===== src/rtl/clk_mon_pkg.sv =====
// ============================================================================
//  Module      : clk_mon_pkg
//  Description : Shared types and constants for clock_div_monitor: FSM state
//                encoding, default counter width and its terminal value, and a
//                saturating increment helper for the 8-bit error counter.
//  Revision    : 1.0  initial release
// ============================================================================
`timescale 1ns/1ps
`default_nettype none

package clk_mon_pkg;

    // Measurement FSM states
    typedef enum logic [1:0] {
        IDLE = 2'd0,
        HIGH = 2'd1,
        LOW  = 2'd2,
        TMO  = 2'd3
    } state_t;

    // Default counter width and the count at which a dead clock is declared
    localparam int CNT_W_DEF = 8;
    localparam int CNT_MAX   = (1 << CNT_W_DEF) - 1;

    // Saturating increment for the mismatch counter
    function automatic logic [7:0] err_sat_inc(input logic [7:0] val);
        return (val == 8'hFF) ? val : val + 8'd1;
    endfunction

endpackage

`default_nettype wire


===== src/rtl/clock_div_monitor_if.sv =====
// ============================================================================
//  Module      : clock_div_monitor_if
//  Description : Bundle of the clock-monitor stimulus (sig_in, clr) and its
//                measurement/status results. master drives the clock under
//                test, slave is the monitor itself.
//  Revision    : 1.0  initial release
// ============================================================================
`timescale 1ns/1ps
`default_nettype none

interface clock_div_monitor_if #(
    parameter int CNT_W = 8
);
    logic             sig_in;
    logic             clr;
    logic [CNT_W-1:0] period;
    logic [CNT_W-1:0] high_time;
    logic             meas_valid;
    logic             locked;
    logic             err_pulse;
    logic [7:0]       err_count;
    logic             timeout;

    modport master (
        output sig_in, clr,
        input  period, high_time, meas_valid, locked, err_pulse, err_count, timeout
    );

    modport slave (
        input  sig_in, clr,
        output period, high_time, meas_valid, locked, err_pulse, err_count, timeout
    );
endinterface

`default_nettype wire


===== src/rtl/clk_mon_edge_det.sv =====
// ============================================================================
//  Module      : clk_mon_edge_det
//  Description : Samples the clock under test on clk_in and produces single-
//                cycle rise/fall strobes from the current and previous sample.
//                Macro CLK_MON_SYNC_EN inserts a 2-flop synchronizer ahead of
//                the sampling register for sources from another clock domain.
//  Revision    : 1.0  initial release
// ============================================================================
`timescale 1ns/1ps
`default_nettype none

module clk_mon_edge_det (
    input  wire logic clk_in,
    input  wire logic rst,
    input  wire logic sig_in,
    output logic      rise,
    output logic      fall
);

    logic samp_src;

`ifdef CLK_MON_SYNC_EN
    logic sync1_q, sync1_d;
    logic sync2_q, sync2_d;

    // Synchronizer next-state: shift sig_in through two stages
    always_comb begin
        sync1_d = sig_in;
        sync2_d = sync1_q;
    end

    // Synchronizer flops
    always_ff @(posedge clk_in or negedge rst) begin
        if (!rst) begin
            sync1_q <= 1'b0;
            sync2_q <= 1'b0;
        end else begin
            sync1_q <= sync1_d;
            sync2_q <= sync2_d;
        end
    end

    assign samp_src = sync2_q;
`else
    assign samp_src = sig_in;
`endif

    // samp_q is the sample s; samp_prev_q is the previous sample s_d
    logic samp_q,      samp_d;
    logic samp_prev_q, samp_prev_d;

    // Sample pipeline next-state
    always_comb begin
        samp_d      = samp_src;
        samp_prev_d = samp_q;
    end

    // Sampling and history flops
    always_ff @(posedge clk_in or negedge rst) begin
        if (!rst) begin
            samp_q      <= 1'b0;
            samp_prev_q <= 1'b0;
        end else begin
            samp_q      <= samp_d;
            samp_prev_q <= samp_prev_d;
        end
    end

    assign rise = samp_q & ~samp_prev_q;
    assign fall = ~samp_q & samp_prev_q;

endmodule

`default_nettype wire


===== src/rtl/clock_div_monitor.sv =====
// ============================================================================
//  Module      : clock_div_monitor
//  Description : On-chip checker for a divided clock. Measures period and high
//                time in clk_in cycles, compares each period against
//                EXP_PERIOD +/- TOL, asserts locked after LOCK_CNT consecutive
//                matches, counts mismatches and flags a dead clock.
//                Optional macro: CLK_MON_SYNC_EN (2-flop input synchronizer).
//  Revision    : 1.0  initial release
// ============================================================================
`timescale 1ns/1ps
`default_nettype none

module clock_div_monitor
    import clk_mon_pkg::*;
#(
    parameter int CNT_W      = CNT_W_DEF,
    parameter int EXP_PERIOD = 26,
    parameter int TOL        = 1,
    parameter int LOCK_CNT   = 4
) (
    input  wire logic          clk_in,
    input  wire logic          rst,
    clock_div_monitor_if.slave bus
);

    // Terminal count: reaching it without an edge means the clock is dead
    localparam logic [CNT_W-1:0] CNT_TOP  = {CNT_W{1'b1}};
    // Tolerance window, one bit wider than the counter so it never wraps
    localparam logic [CNT_W:0]   EXP_W    = (CNT_W+1)'(EXP_PERIOD);
    localparam logic [CNT_W:0]   TOL_W    = (CNT_W+1)'(TOL);
    localparam logic [CNT_W:0]   LO_BOUND = (EXP_PERIOD >= TOL) ? (EXP_W - TOL_W) : '0;
    localparam logic [CNT_W:0]   HI_BOUND = EXP_W + TOL_W;
    localparam int               MATCH_W  = $clog2(LOCK_CNT + 1);
    localparam logic [MATCH_W-1:0] LOCK_TARGET = MATCH_W'(LOCK_CNT);

    logic rise, fall;

    clk_mon_edge_det u_edge_det (
        .clk_in (clk_in),
        .rst    (rst),
        .sig_in (bus.sig_in),
        .rise   (rise),
        .fall   (fall)
    );

    state_t             state_q,      state_d;
    logic [CNT_W-1:0]   cnt_q,        cnt_d;
    logic [CNT_W-1:0]   hi_r_q,       hi_r_d;
    logic [CNT_W-1:0]   period_q,     period_d;
    logic [CNT_W-1:0]   high_time_q,  high_time_d;
    logic               meas_valid_q, meas_valid_d;
    logic               locked_q,     locked_d;
    logic               err_pulse_q,  err_pulse_d;
    logic [7:0]         err_count_q,  err_count_d;
    logic               timeout_q,    timeout_d;
    logic [MATCH_W-1:0] match_q,      match_d;

    logic [CNT_W-1:0]   cnt_inc;
    logic [CNT_W:0]     period_ext;
    logic               in_tol;

    // Next-state: measurement FSM, period checker and dead-clock detection
    always_comb begin
        state_d      = state_q;
        cnt_d        = cnt_q;
        hi_r_d       = hi_r_q;
        period_d     = period_q;
        high_time_d  = high_time_q;
        meas_valid_d = 1'b0;
        locked_d     = locked_q;
        err_pulse_d  = 1'b0;
        err_count_d  = err_count_q;
        timeout_d    = timeout_q;
        match_d      = match_q;

        cnt_inc    = (cnt_q == CNT_TOP) ? cnt_q : cnt_q + 1'b1;
        period_ext = {1'b0, period_q};
        in_tol     = (period_ext >= LO_BOUND) && (period_ext <= HI_BOUND);

        if (bus.clr) begin
            state_d     = IDLE;
            cnt_d       = '0;
            match_d     = '0;
            locked_d    = 1'b0;
            err_count_d = 8'd0;
            timeout_d   = 1'b0;
        end else begin
            // Judge the measurement published last cycle
            if (meas_valid_q) begin
                if (in_tol) begin
                    match_d  = (match_q == LOCK_TARGET) ? match_q : match_q + 1'b1;
                    locked_d = (match_d == LOCK_TARGET);
                end else begin
                    err_pulse_d = 1'b1;
                    err_count_d = err_sat_inc(err_count_q);
                    match_d     = '0;
                    locked_d    = 1'b0;
                end
            end

            case (state_q)
                // First rise only starts counting; nothing to publish yet
                IDLE: begin
                    if (rise) begin
                        state_d = HIGH;
                        cnt_d   = CNT_W'(1);
                    end else begin
                        cnt_d   = cnt_inc;
                    end
                end
                HIGH: begin
                    cnt_d = cnt_inc;
                    if (fall) begin
                        hi_r_d  = cnt_q;
                        state_d = LOW;
                    end
                end
                LOW: begin
                    if (rise) begin
                        period_d     = cnt_q;
                        high_time_d  = hi_r_q;
                        meas_valid_d = 1'b1;
                        cnt_d        = CNT_W'(1);
                        state_d      = HIGH;
                    end else begin
                        cnt_d = cnt_inc;
                    end
                end
                // Dead clock: hold the count and wait for activity to resume
                TMO: begin
                    if (rise) begin
                        state_d = HIGH;
                        cnt_d   = CNT_W'(1);
                    end
                end
                default: begin
                    state_d = IDLE;
                    cnt_d   = '0;
                end
            endcase

            if ((state_d != TMO) && (cnt_d == CNT_TOP)) begin
                state_d   = TMO;
                timeout_d = 1'b1;
                locked_d  = 1'b0;
                match_d   = '0;
            end
        end
    end

    // State and output registers
    always_ff @(posedge clk_in or negedge rst) begin
        if (!rst) begin
            state_q      <= IDLE;
            cnt_q        <= '0;
            hi_r_q       <= '0;
            period_q     <= '0;
            high_time_q  <= '0;
            meas_valid_q <= 1'b0;
            locked_q     <= 1'b0;
            err_pulse_q  <= 1'b0;
            err_count_q  <= 8'd0;
            timeout_q    <= 1'b0;
            match_q      <= '0;
        end else begin
            state_q      <= state_d;
            cnt_q        <= cnt_d;
            hi_r_q       <= hi_r_d;
            period_q     <= period_d;
            high_time_q  <= high_time_d;
            meas_valid_q <= meas_valid_d;
            locked_q     <= locked_d;
            err_pulse_q  <= err_pulse_d;
            err_count_q  <= err_count_d;
            timeout_q    <= timeout_d;
            match_q      <= match_d;
        end
    end

    assign bus.period     = period_q;
    assign bus.high_time  = high_time_q;
    assign bus.meas_valid = meas_valid_q;
    assign bus.locked     = locked_q;
    assign bus.err_pulse  = err_pulse_q;
    assign bus.err_count  = err_count_q;
    assign bus.timeout    = timeout_q;

endmodule

`default_nettype wire


===== src/flat_wrapper.sv =====
// flat-port wrapper written by rule: the top's interface ports become plain ports
module clock_div_monitor_flat import clk_mon_pkg::*;
#(
    parameter int CNT_W      = CNT_W_DEF,
    parameter int EXP_PERIOD = 26,
    parameter int TOL        = 1,
    parameter int LOCK_CNT   = 4
)
  (clk_in, rst, bus_sig_in, bus_clr, bus_period, bus_high_time, bus_meas_valid, bus_locked, bus_err_pulse, bus_err_count, bus_timeout);
  clock_div_monitor_if #(.CNT_W(CNT_W)) bus_i ();
  input  wire logic clk_in;
  input  wire logic rst;
  input wire logic [$bits(bus_i.sig_in)-1:0] bus_sig_in;
  input wire logic [$bits(bus_i.clr)-1:0] bus_clr;
  output wire logic [$bits(bus_i.period)-1:0] bus_period;
  output wire logic [$bits(bus_i.high_time)-1:0] bus_high_time;
  output wire logic [$bits(bus_i.meas_valid)-1:0] bus_meas_valid;
  output wire logic [$bits(bus_i.locked)-1:0] bus_locked;
  output wire logic [$bits(bus_i.err_pulse)-1:0] bus_err_pulse;
  output wire logic [$bits(bus_i.err_count)-1:0] bus_err_count;
  output wire logic [$bits(bus_i.timeout)-1:0] bus_timeout;
  assign bus_i.sig_in = bus_sig_in;
  assign bus_i.clr = bus_clr;
  assign bus_period = bus_i.period;
  assign bus_high_time = bus_i.high_time;
  assign bus_meas_valid = bus_i.meas_valid;
  assign bus_locked = bus_i.locked;
  assign bus_err_pulse = bus_i.err_pulse;
  assign bus_err_count = bus_i.err_count;
  assign bus_timeout = bus_i.timeout;
  clock_div_monitor #(.CNT_W(CNT_W), .EXP_PERIOD(EXP_PERIOD), .TOL(TOL), .LOCK_CNT(LOCK_CNT)) u_core (.clk_in(clk_in), .rst(rst), .bus(bus_i));
endmodule

===== config.mk =====
export PLATFORM = sky130hd
export DESIGN_NAME = clock_div_monitor_flat
export DESIGN_NICKNAME = d
export VERILOG_FILES = /design/src/rtl/clk_mon_pkg.sv /design/src/rtl/clock_div_monitor_if.sv /design/src/rtl/clk_mon_edge_det.sv /design/src/rtl/clock_div_monitor.sv /design/src/flat_wrapper.sv
export SDC_FILE = /design/constraint.sdc
export NUM_CORES = 1
export LEC_CHECK = 0
export BUFFER_PORTS_ARGS = -buffer_cell sky130_fd_sc_hd__buf_2
export CAP_MARGIN = 20
export CORE_MARGIN = 2
export CORE_UTILIZATION = 30
export CTS_CLUSTER_DIAMETER = 40
export DETAILED_ROUTE_END_ITERATION = 6
export SLEW_MARGIN = 25
export SYNTH_ARGS = -nofsm -noshare
export SYNTH_HDL_FRONTEND = slang
export SYNTH_SLANG_ARGS = --single-unit

===== constraint.sdc =====
create_clock -name clk_in -period 3.4 [get_ports clk_in]
set_clock_uncertainty 0.1 [all_clocks]
set_input_delay 0.17 -clock clk_in [delete_from_list [all_inputs] [get_ports clk_in]]
set_output_delay 0.17 -clock clk_in [all_outputs]
set_load 0.1 [all_outputs]

==> results of run 1 <==
==> layout make-up <==
type	instances	area share [%]
flip-flops and latches	51	45.0
multi-input cells	194	39.9
well taps	105	4.63
clock buffers	6	2.91
repair buffers	35	6.71
clock inverters	1	0.177
inverters	5	0.662
==> worst max-delay path by stage <==
stage	start	endpoint	slack, ns
after floorplan	u_core.bus.period[2]$_DFFE_PN0P_	u_core.bus.err_count[2]$_DFFE_PN0P_	1.05
after global placement	u_core.cnt_q[0]$_DFF_PN0_	u_core.match_q[2]$_DFFE_PN0P_	1.18
after detailed placement	u_core.cnt_q[0]$_DFF_PN0_	u_core.match_q[2]$_DFFE_PN0P_	1.10
after CTS	u_core.cnt_q[0]$_DFF_PN0_	u_core.match_q[2]$_DFFE_PN0P_	1.07
after global routing	u_core.cnt_q[0]$_DFF_PN0_	u_core.match_q[2]$_DFFE_PN0P_	0.83
final	u_core.cnt_q[0]$_DFF_PN0_	u_core.match_q[2]$_DFFE_PN0P_	1.09
==> cells by family (layout without fill, tap and decap cells) <==
kind of cell | after synthesis | after routing | synth area share [%]
buffers and inverters | 17 | 47 | 3.02
muxes | 11 | 11 | 4.89
DFF | 51 | 51 | 51.4
adders and majority gates | 4 | 4 | 2.02
xor gates and xnor gates | 7 | 7 | 2.47
AOI/OAI and AO/OA | 43 | 43 | 11.4
and+or+nand+nor | 129 | 129 | 24.7
==> critical path: stages (launching register included) <==
cell and delay, ns:
dfrtp_1 0.51, ha_1 0.27, and3_4 0.23, a31oi_1 0.08
or3_1 0.36, a211oi_2 0.24, a41oi_1 0.20, and3b_1 0.21
==> routing by layer <==
| metal | global-route usage [%] | vias up |
|---|---|---|
| met5 | 0 | - |
| met4 | 3.38 | 0 |
| met3 | 3.51 | 7 |
| met2 | 20.8 | 50 |
| met1 | 17.2 | 922 |
| li1 | - | 962 |
==> through the flow <==
stage,hold WS (ns),util [%]
global route,0.222,34.9
CTS,0.198,34.9
floorplan,-0.226,-
finish,0.200,34.9
detailed placement,0.141,33.5
global placement,0.131,33.5
==> cells in the mapped netlist, drive strengths merged (2+ instances only) <==
cell | number | share of area [%]
nand2 | 66 | 10
dfrtp | 51 | 51
nor2 | 16 | 2.4
a21oi | 11 | 2.2
mux2 | 9 | 4.1
o21ai | 9 | 1.8
nor3 | 8 | 1.6
buf | 7 | 1.5
nor2b | 7 | 1.8
nand3 | 6 | 1.2
clkbuf | 5 | 0.76
inv | 5 | 0.76
nand2b | 5 | 1.3
nand4 | 5 | 1.3
xor2 | 5 | 1.8
a211oi | 4 | 1.4
ha | 4 | 2.0
nor3b | 4 | 1.6
o22ai | 4 | 1.0
a31oi | 3 | 0.76
and2 | 3 | 0.76
a22oi | 2 | 0.60
a41oi | 2 | 0.71
and3 | 2 | 0.71
mux2i | 2 | 0.81
o221ai | 2 | 0.96
xnor2 | 2 | 0.71
==> registers in the layout, summed over array words and instances, names as in the netlist <==
name / count
u_core.u_edge_det.samp_prev_d: 1
u_core.bus.err_pulse: 1
u_core.bus.high_time: 8
u_core.bus.err_count: 8
u_core.match_q: 3
u_core.bus.timeout: 1
u_core.bus.locked: 1
u_core.state_q: 2
u_core.cnt_q: 8
u_core.bus.meas_valid: 1
u_core.bus.period: 8
u_core.u_edge_det.samp_prev_q: 1
u_core.hi_r_q: 8
==> timing repair <==
item,CTS,global route
buffers inserted,0,0
hold endpoints to repair,28,0
hold buffers,2,0
endpoints found under the setup margin,0,0
==> power by group <==
part           internal, mW  switching (mW)
registers             0.621          0.0174
clock network         0.160           0.198
logic                0.0242          0.0709
==> results summary, run 1 <==
In the final layout, flip-flops and latches occupy 1280 um^2. After synthesis, the share of flip-flops with an asynchronous set or reset is 100%. The clock tree synthesis step divided the H-tree into 2 levels.

Detailed routing placed a total of 2.51 mm of wire on met2. Setup violations remaining at the end of the flow were counted as 0. The netlist area before placement is 2480 um^2.

The most used flip-flop cell after synthesis is dfrtp_1. The detailed router put a total of 2.54 mm of wire on met1. The maximum number of pins on one net before global-route repair is 29.

At the end of the flow, the number of nets in the layout was 300. The full die area came out at 9020 um^2. Of all nets on the critical path, the largest fanout is 10. The final critical-path share of the clock period is about 68%. The startpoint identified for the worst hold timing path is bus_clr. The power density normalized to cell area is 385 nW/um^2.

Counting the buffers created by CTS gives 5. The average wire per standard cell is 13.5 um. The count of endpoints failing hold in the final timing report is 0. The initial core utilization is 30.5%. The clock latency reported for the late side of the worst-skew pair came out at 0.31 ns. The multi-input logic area came out at between 1000 and 1500 um^2. For the worst setup path, the data arrival time is 2.41 ns. The maximum operating frequency is 433 MHz. The setup path with the least slack is of type flop to flop.

The number of input and output port buffers inserted is 31. At the pin with the least slew margin, the transition time is 0.657 ns. Setup repair after global routing left no endpoint under its margin. The synthesis warning total is 0. The worst setup path is captured at a flop.

Max-cap violations in this run came to 0. The number of enable flip-flop cells after synthesis is 0. The required time at the worst-slack endpoint is about 3.5 ns. TritonCTS built the clock tree.

The average instance in the mapped netlist occupies 9.47 um^2. Compared with the post-synthesis result, the final layout area differs by 14.2%. The floorplan core area came out at approximately 8000 um^2.

The worst max-slew margin expressed relative to the limit came out at 56.2%. Of the synthesized area, sequential elements account for 51.4%. The detailed-routing iteration count for the pre-antenna-repair pass is 4.

The type of element launching the critical path is a flop. The sum of negative setup slack is 0 ns. The cell count of the worst reg-to-reg path came out at 7. The number of nets handed over by synthesis was 270. The worst-case clock buffer depth came out at 2. The startpoint identified for the worst register-to-register timing path is u_core.cnt_q[0]$_DFF_PN0_. The number of synthesized register bits came out at slightly above 50. The amount of wire on met3 after detailed routing is 278 um. The final antenna-violating net count is 0. The die is roughly 95 um tall. The number of placed I/O pins is 32.

The final routed DRC violation total is 0. The cell count after placement is 388. The worst setup slack after layout came out at around 1.1 ns.

The area of all placed cells without fillers came out at 2840 um^2. The clock-pin transition on the worst setup and hold timing paths came out at approximately 0.090 ns. The highest ir drop seen on vdd came out at roughly 0.15 mV. The overall die width is 95.0 um. The HPWL after detailed placement is 3.71 mm.

Dividing the detail-routed via count by the number of cells gives 4.89. The residual overflow from global routing came out at 0. The number of antenna violations at the first check in global routing came out at 0. After detailed routing, the total wire length is between 5 and 6 mm.

The placement-stage cell area came out at around 2700 um^2. The tightest min-delay check is of the input pin to flop type. The via count of the first global-routing pass came out at 1916. The final critical-path required period came out at 2.31 ns. The tree is rooted in a clkbuf_8. For hold timing, the worst endpoint is u_core.bus.err_count[6]$_DFFE_PN0P_.

The netlist uses 46 different library cells. The fraction of final layout cells with drive strength greater than 1 came out at around 18%. The floorplan row count is 33. The routability-driven placement congestion ratio came out at 0.882.

The detailed router used layers up to and including met4. Setup slack on the worst reg-to-reg path comes out at 1.09 ns. The post-CTS resize count came out at 0. The first global-routing pass estimated around 9.1 mm of wire. The run finished with clean final reports. For this design the static power due to leakage is 1.36 nW. After technology mapping, the gate count stands at approximately 260. The number of pins with negative max-slew slack in the final report was 0. In this run, the number of DRC markers left after iteration 0 of detailed routing was 50. The count of filler cells inserted in the layout is about 830. Leaving out fill and tap cells, the most frequent cell in the layout is nand2_1.

The number of clock sinks is just over 50. The worst setup slack before clock tree synthesis came out at about 1.1 ns. In the layout the commonest cells are nand2_1 (66), dfrtp_1 (51), buf_2 (31). The capture point of the worst reg-to-reg path is u_core.match_q[2]$_DFFE_PN0P_. The worst hold path was traced through 2 stages. The number of antenna diodes came out at 0. The total power consumption of the routed design came out at between 1 and 1.5 mW. The final non-filler cell total is 397. The global-route usage over all layers came out at 12.9%. Detailed routing inserted a total of slightly below 2000 vias.
No activity file was read; power rests on OpenSTA's default activity.
==> inputs of run 2 (changes only) <==
- clock period: 3.4 -> 2.1 ns (I/O delays scaled with it)
==> results summary, run 2 (synthesized netlist as in run 1, its figures left out) <==
Result of the run: complete, but fails checks (was completed). The final reports fail on negative setup slack. The global-route usage over all layers came to 13.8% (was 12.9%).

The highest ir drop seen on vdd came out at 0.356 mV (was 0.146 mV). The average wire per standard cell came out at 13.9 um (was 13.5 um). The worst hold-check path type is input pin to flop (unchanged). The internal power is 1.55 mW (was 0.805 mW).

The worst-case clock buffer depth is 2 (unchanged). The first-pass GRT wire length came out at 9.90 mm (was 9.09 mm). The routability-driven placement congestion ratio came out at 0.917 (was 0.882). The total wirelength of the detailed-routed design came out at 5.95 mm (was 5.38 mm).

Cells traversed along the worst timing path: and2_1 -> buf_4 -> nor3_1 -> mux2i_2 -> a211oi_4 -> nand4_1 -> a31oi_1 (was ha_1 -> and3_4 -> a31oi_1 -> or3_1 -> a211oi_2 -> a41oi_1 -> and3b_1). The type of element launching the critical path is a flop (unchanged). The proportion of power drawn by flip-flops and latches is 50.4% (was 58.4%). The required time at the worst-slack endpoint came out at 2.23 ns (was 3.50 ns). The clock latency reported for the late side of the worst-skew pair is 0.30 ns (was 0.31 ns). The instance count along the most critical hold path came out at 2 (unchanged). The area of all placed cells without fillers came to 3220 um^2 (was 2840 um^2). The critical path's slowest cell is dfrtp_2 (was dfrtp_1). The HPWL after detailed placement came to 4.25 mm (was 3.71 mm).

The number of clock sinks is 51 (unchanged). The overall die width is 95.0 um (unchanged). The clock-pin transition on the worst setup and hold timing paths is 0.10 ns (was 0.09 ns). Most frequent cells in the layout: nand2_1 (66), dfrtp_1 (35), buf_2 (32) (was nand2_1 (66), dfrtp_1 (51), buf_2 (31)).

The final antenna-violating net count came out at 0 (unchanged). The maximum number of pins on one net before global-route repair came out at 36 (was 29). The clock tree from TritonCTS was done (unchanged). The final routed DRC violation total is 0 (unchanged). The master cell of the clock root buffer is clkbuf_8 (unchanged). The number of DRC violations after detailed-routing iteration 0 came out at 99 (was 50). The critical path class is flop to flop (unchanged). The critical path arrival was 2.25 ns (was 2.41 ns). The residual overflow from global routing is 0 (unchanged). The standby leakage power is 1.50 nW (was 1.36 nW). The via count of the first global-routing pass came to 2089 (was 1916). The worst setup slack after layout is -0.0241 ns (was 1.09 ns).

The full die area is 9020 um^2 (unchanged). The final net count is 329 (was 300). The final critical-path share of the clock period is 101% (was 68.0%).

The cell count of the worst reg-to-reg path is 7 (unchanged). Setup repair after global routing missed its margin: yes (was no). The final critical-path required period came out at 2.12 ns (was 2.31 ns). The die outline height is 95.0 um (unchanged). The most common cell after layout, fill and taps aside is nand2_1 (unchanged). The number of pins with negative max-slew slack in the final report came out at 0 (unchanged). The fraction of final layout cells with drive strength greater than 1 is 34.8% (was 18.5%). The total power consumption of the routed design came to 2.04 mW (was 1.09 mW). The endpoint type of the worst setup path is a flop (unchanged). The number of clock buffers inserted by TritonCTS came out at 5 (unchanged).

The number of placed I/O pins came out at 32 (unchanged). The switching share of total power is 24.0% (was 26.3%). The final non-filler cell total is 427 (was 397). The power density normalized to cell area came out at 634 nW/um^2 (was 385 nW/um^2).

The initial core utilization is 30.5% (unchanged). The depth of the CTS H-tree came out at 2 (unchanged). The number of input and output port buffers inserted is 31 (unchanged). The detailed-routing iteration count for the pre-antenna-repair pass is 4 (unchanged). The mean number of vias per cell is 4.85 (was 4.89). The number of antenna diodes came out at 0 (unchanged). The placement-stage cell area was 2960 um^2 (was 2730 um^2). The worst hold margin is 0.161 ns (was 0.200 ns). The area growth from synthesis to layout came to 29.6% (was 14.2%). The delay of the slowest cell on the worst path came to 0.46 ns (was 0.51 ns).

The portion of total power attributed to combinational logic came out at 10.0% (was 8.7%). The clock network fraction of total power came out at 39.6% (was 32.8%). The floorplan row count came out at 33 (unchanged).

The number of antenna violations at the first check in global routing came out at 0 (unchanged). The worst max-slew margin expressed relative to the limit was 66.9% (was 56.2%). The setup violation total in the final timing report is 3 (was 0). The slew of the pin with the lowest slew margin was 0.496 ns (was 0.657 ns). The count of endpoints failing hold in the final timing report came to 0 (unchanged).

The cell count after placement came out at 414 (was 388). The via count is 2072 (was 1941). The floorplan core area was 8130 um^2 (unchanged).

The largest driver fanout on the critical path came out at 6 (was 10). The switching power summed over all nets was 0.490 mW (was 0.287 mW). The maximum operating frequency came out at 471 MHz (was 433 MHz). The count of maximum capacitance violations is 0 (unchanged).
==> run 2: changes by cell type in the layout (fill, tap and decap cells not counted), sizes merged <==
cell      change
clkinv        -1
clkinvlp      +1
buf          +29
clkbuf        -1
bufinv        +2
==> run 2: metal layers <==
layer | global-route usage (%) | part of all wire [%]
met2 | 22.7 | 49
met5 | 0 | 0
met4 | 2.66 | 0.27
met1 | 19.0 | 48
met3 | 2.79 | 2.9
==> run 2: repair_timing <==
action,in CTS,in global routing
pin swaps,3,10
hold buffers,2,0
setup endpoints to repair,4,7
endpoints found under the hold margin,17,0
gates resized for setup,4,14
setup buffers,3,1
==> run 2: critical path: cells and delay by family, from the launching register on <==
family	cells	cell delay [ns]
AO/OA/AOI/OAI	2	0.51
buffers and inverters	1	0.15
flip-flops	1	0.46
multiplexers	1	0.16
AND/OR/NAND/NOR	3	0.66
==> run 2: cell type report <==
| cell class | count | area, um^2 |
|---|---|---|
| Fill cell | 809 | 4920 |
| Tap cell | 105 | 131 |
| Inverter | 5 | 18.8 |
| Multi-Input combinational cell | 194 | 1210 |
| Clock buffer | 5 | 68.8 |
| Sequential cell | 51 | 1300 |
| Timing Repair Buffer | 64 | 418 |
| Clock inverter | 3 | 67.6 |
==> run 2: metrics by stage <==
stage | setup TNS, ns | worst slack (ns) | util, %
floorplan | -0.0251 | -0.0251 | -
global placement | 0 | 0.0304 | 36.4
detailed placement | -0.0609 | -0.0359 | 36.4
CTS | 0 | 0.0000488 | 38.8
global route | -0.572 | -0.143 | 39.6
finish | -0.0333 | -0.0241 | 39.6
==> run 2: path summary, 6_finish.rpt <==
path	start	slack, ns	to
setup / recovery	u_core.state_q[0]$_DFF_PN0_	-0.02	u_core.state_q[1]$_DFF_PN0_
hold / removal	bus_clr	0.16	u_core.cnt_q[1]$_DFF_PN0_
setup reg to reg	u_core.state_q[0]$_DFF_PN0_	-0.02	u_core.state_q[1]$_DFF_PN0_
hold reg to reg	u_core.bus.high_time[6]$_DFFE_PN0P_	0.38	u_core.bus.high_time[6]$_DFFE_PN0P_
max in group asynchronous	rst	1.17	u_core.bus.period[2]$_DFFE_PN0P_
min in group asynchronous	rst	0.17	u_core.bus.timeout$_DFFE_PN0P_
==> run 2: power groups by stage <==
stage,clock network [mW],logic [mW],registers [mW]
after floorplan,0,0.0642,1.09
after global placement,0,0.185,1.05
after detailed placement,0,0.186,1.05
after CTS,0.836,0.197,1.03
after global routing,0.879,0.221,1.03
final,0.808,0.204,1.03
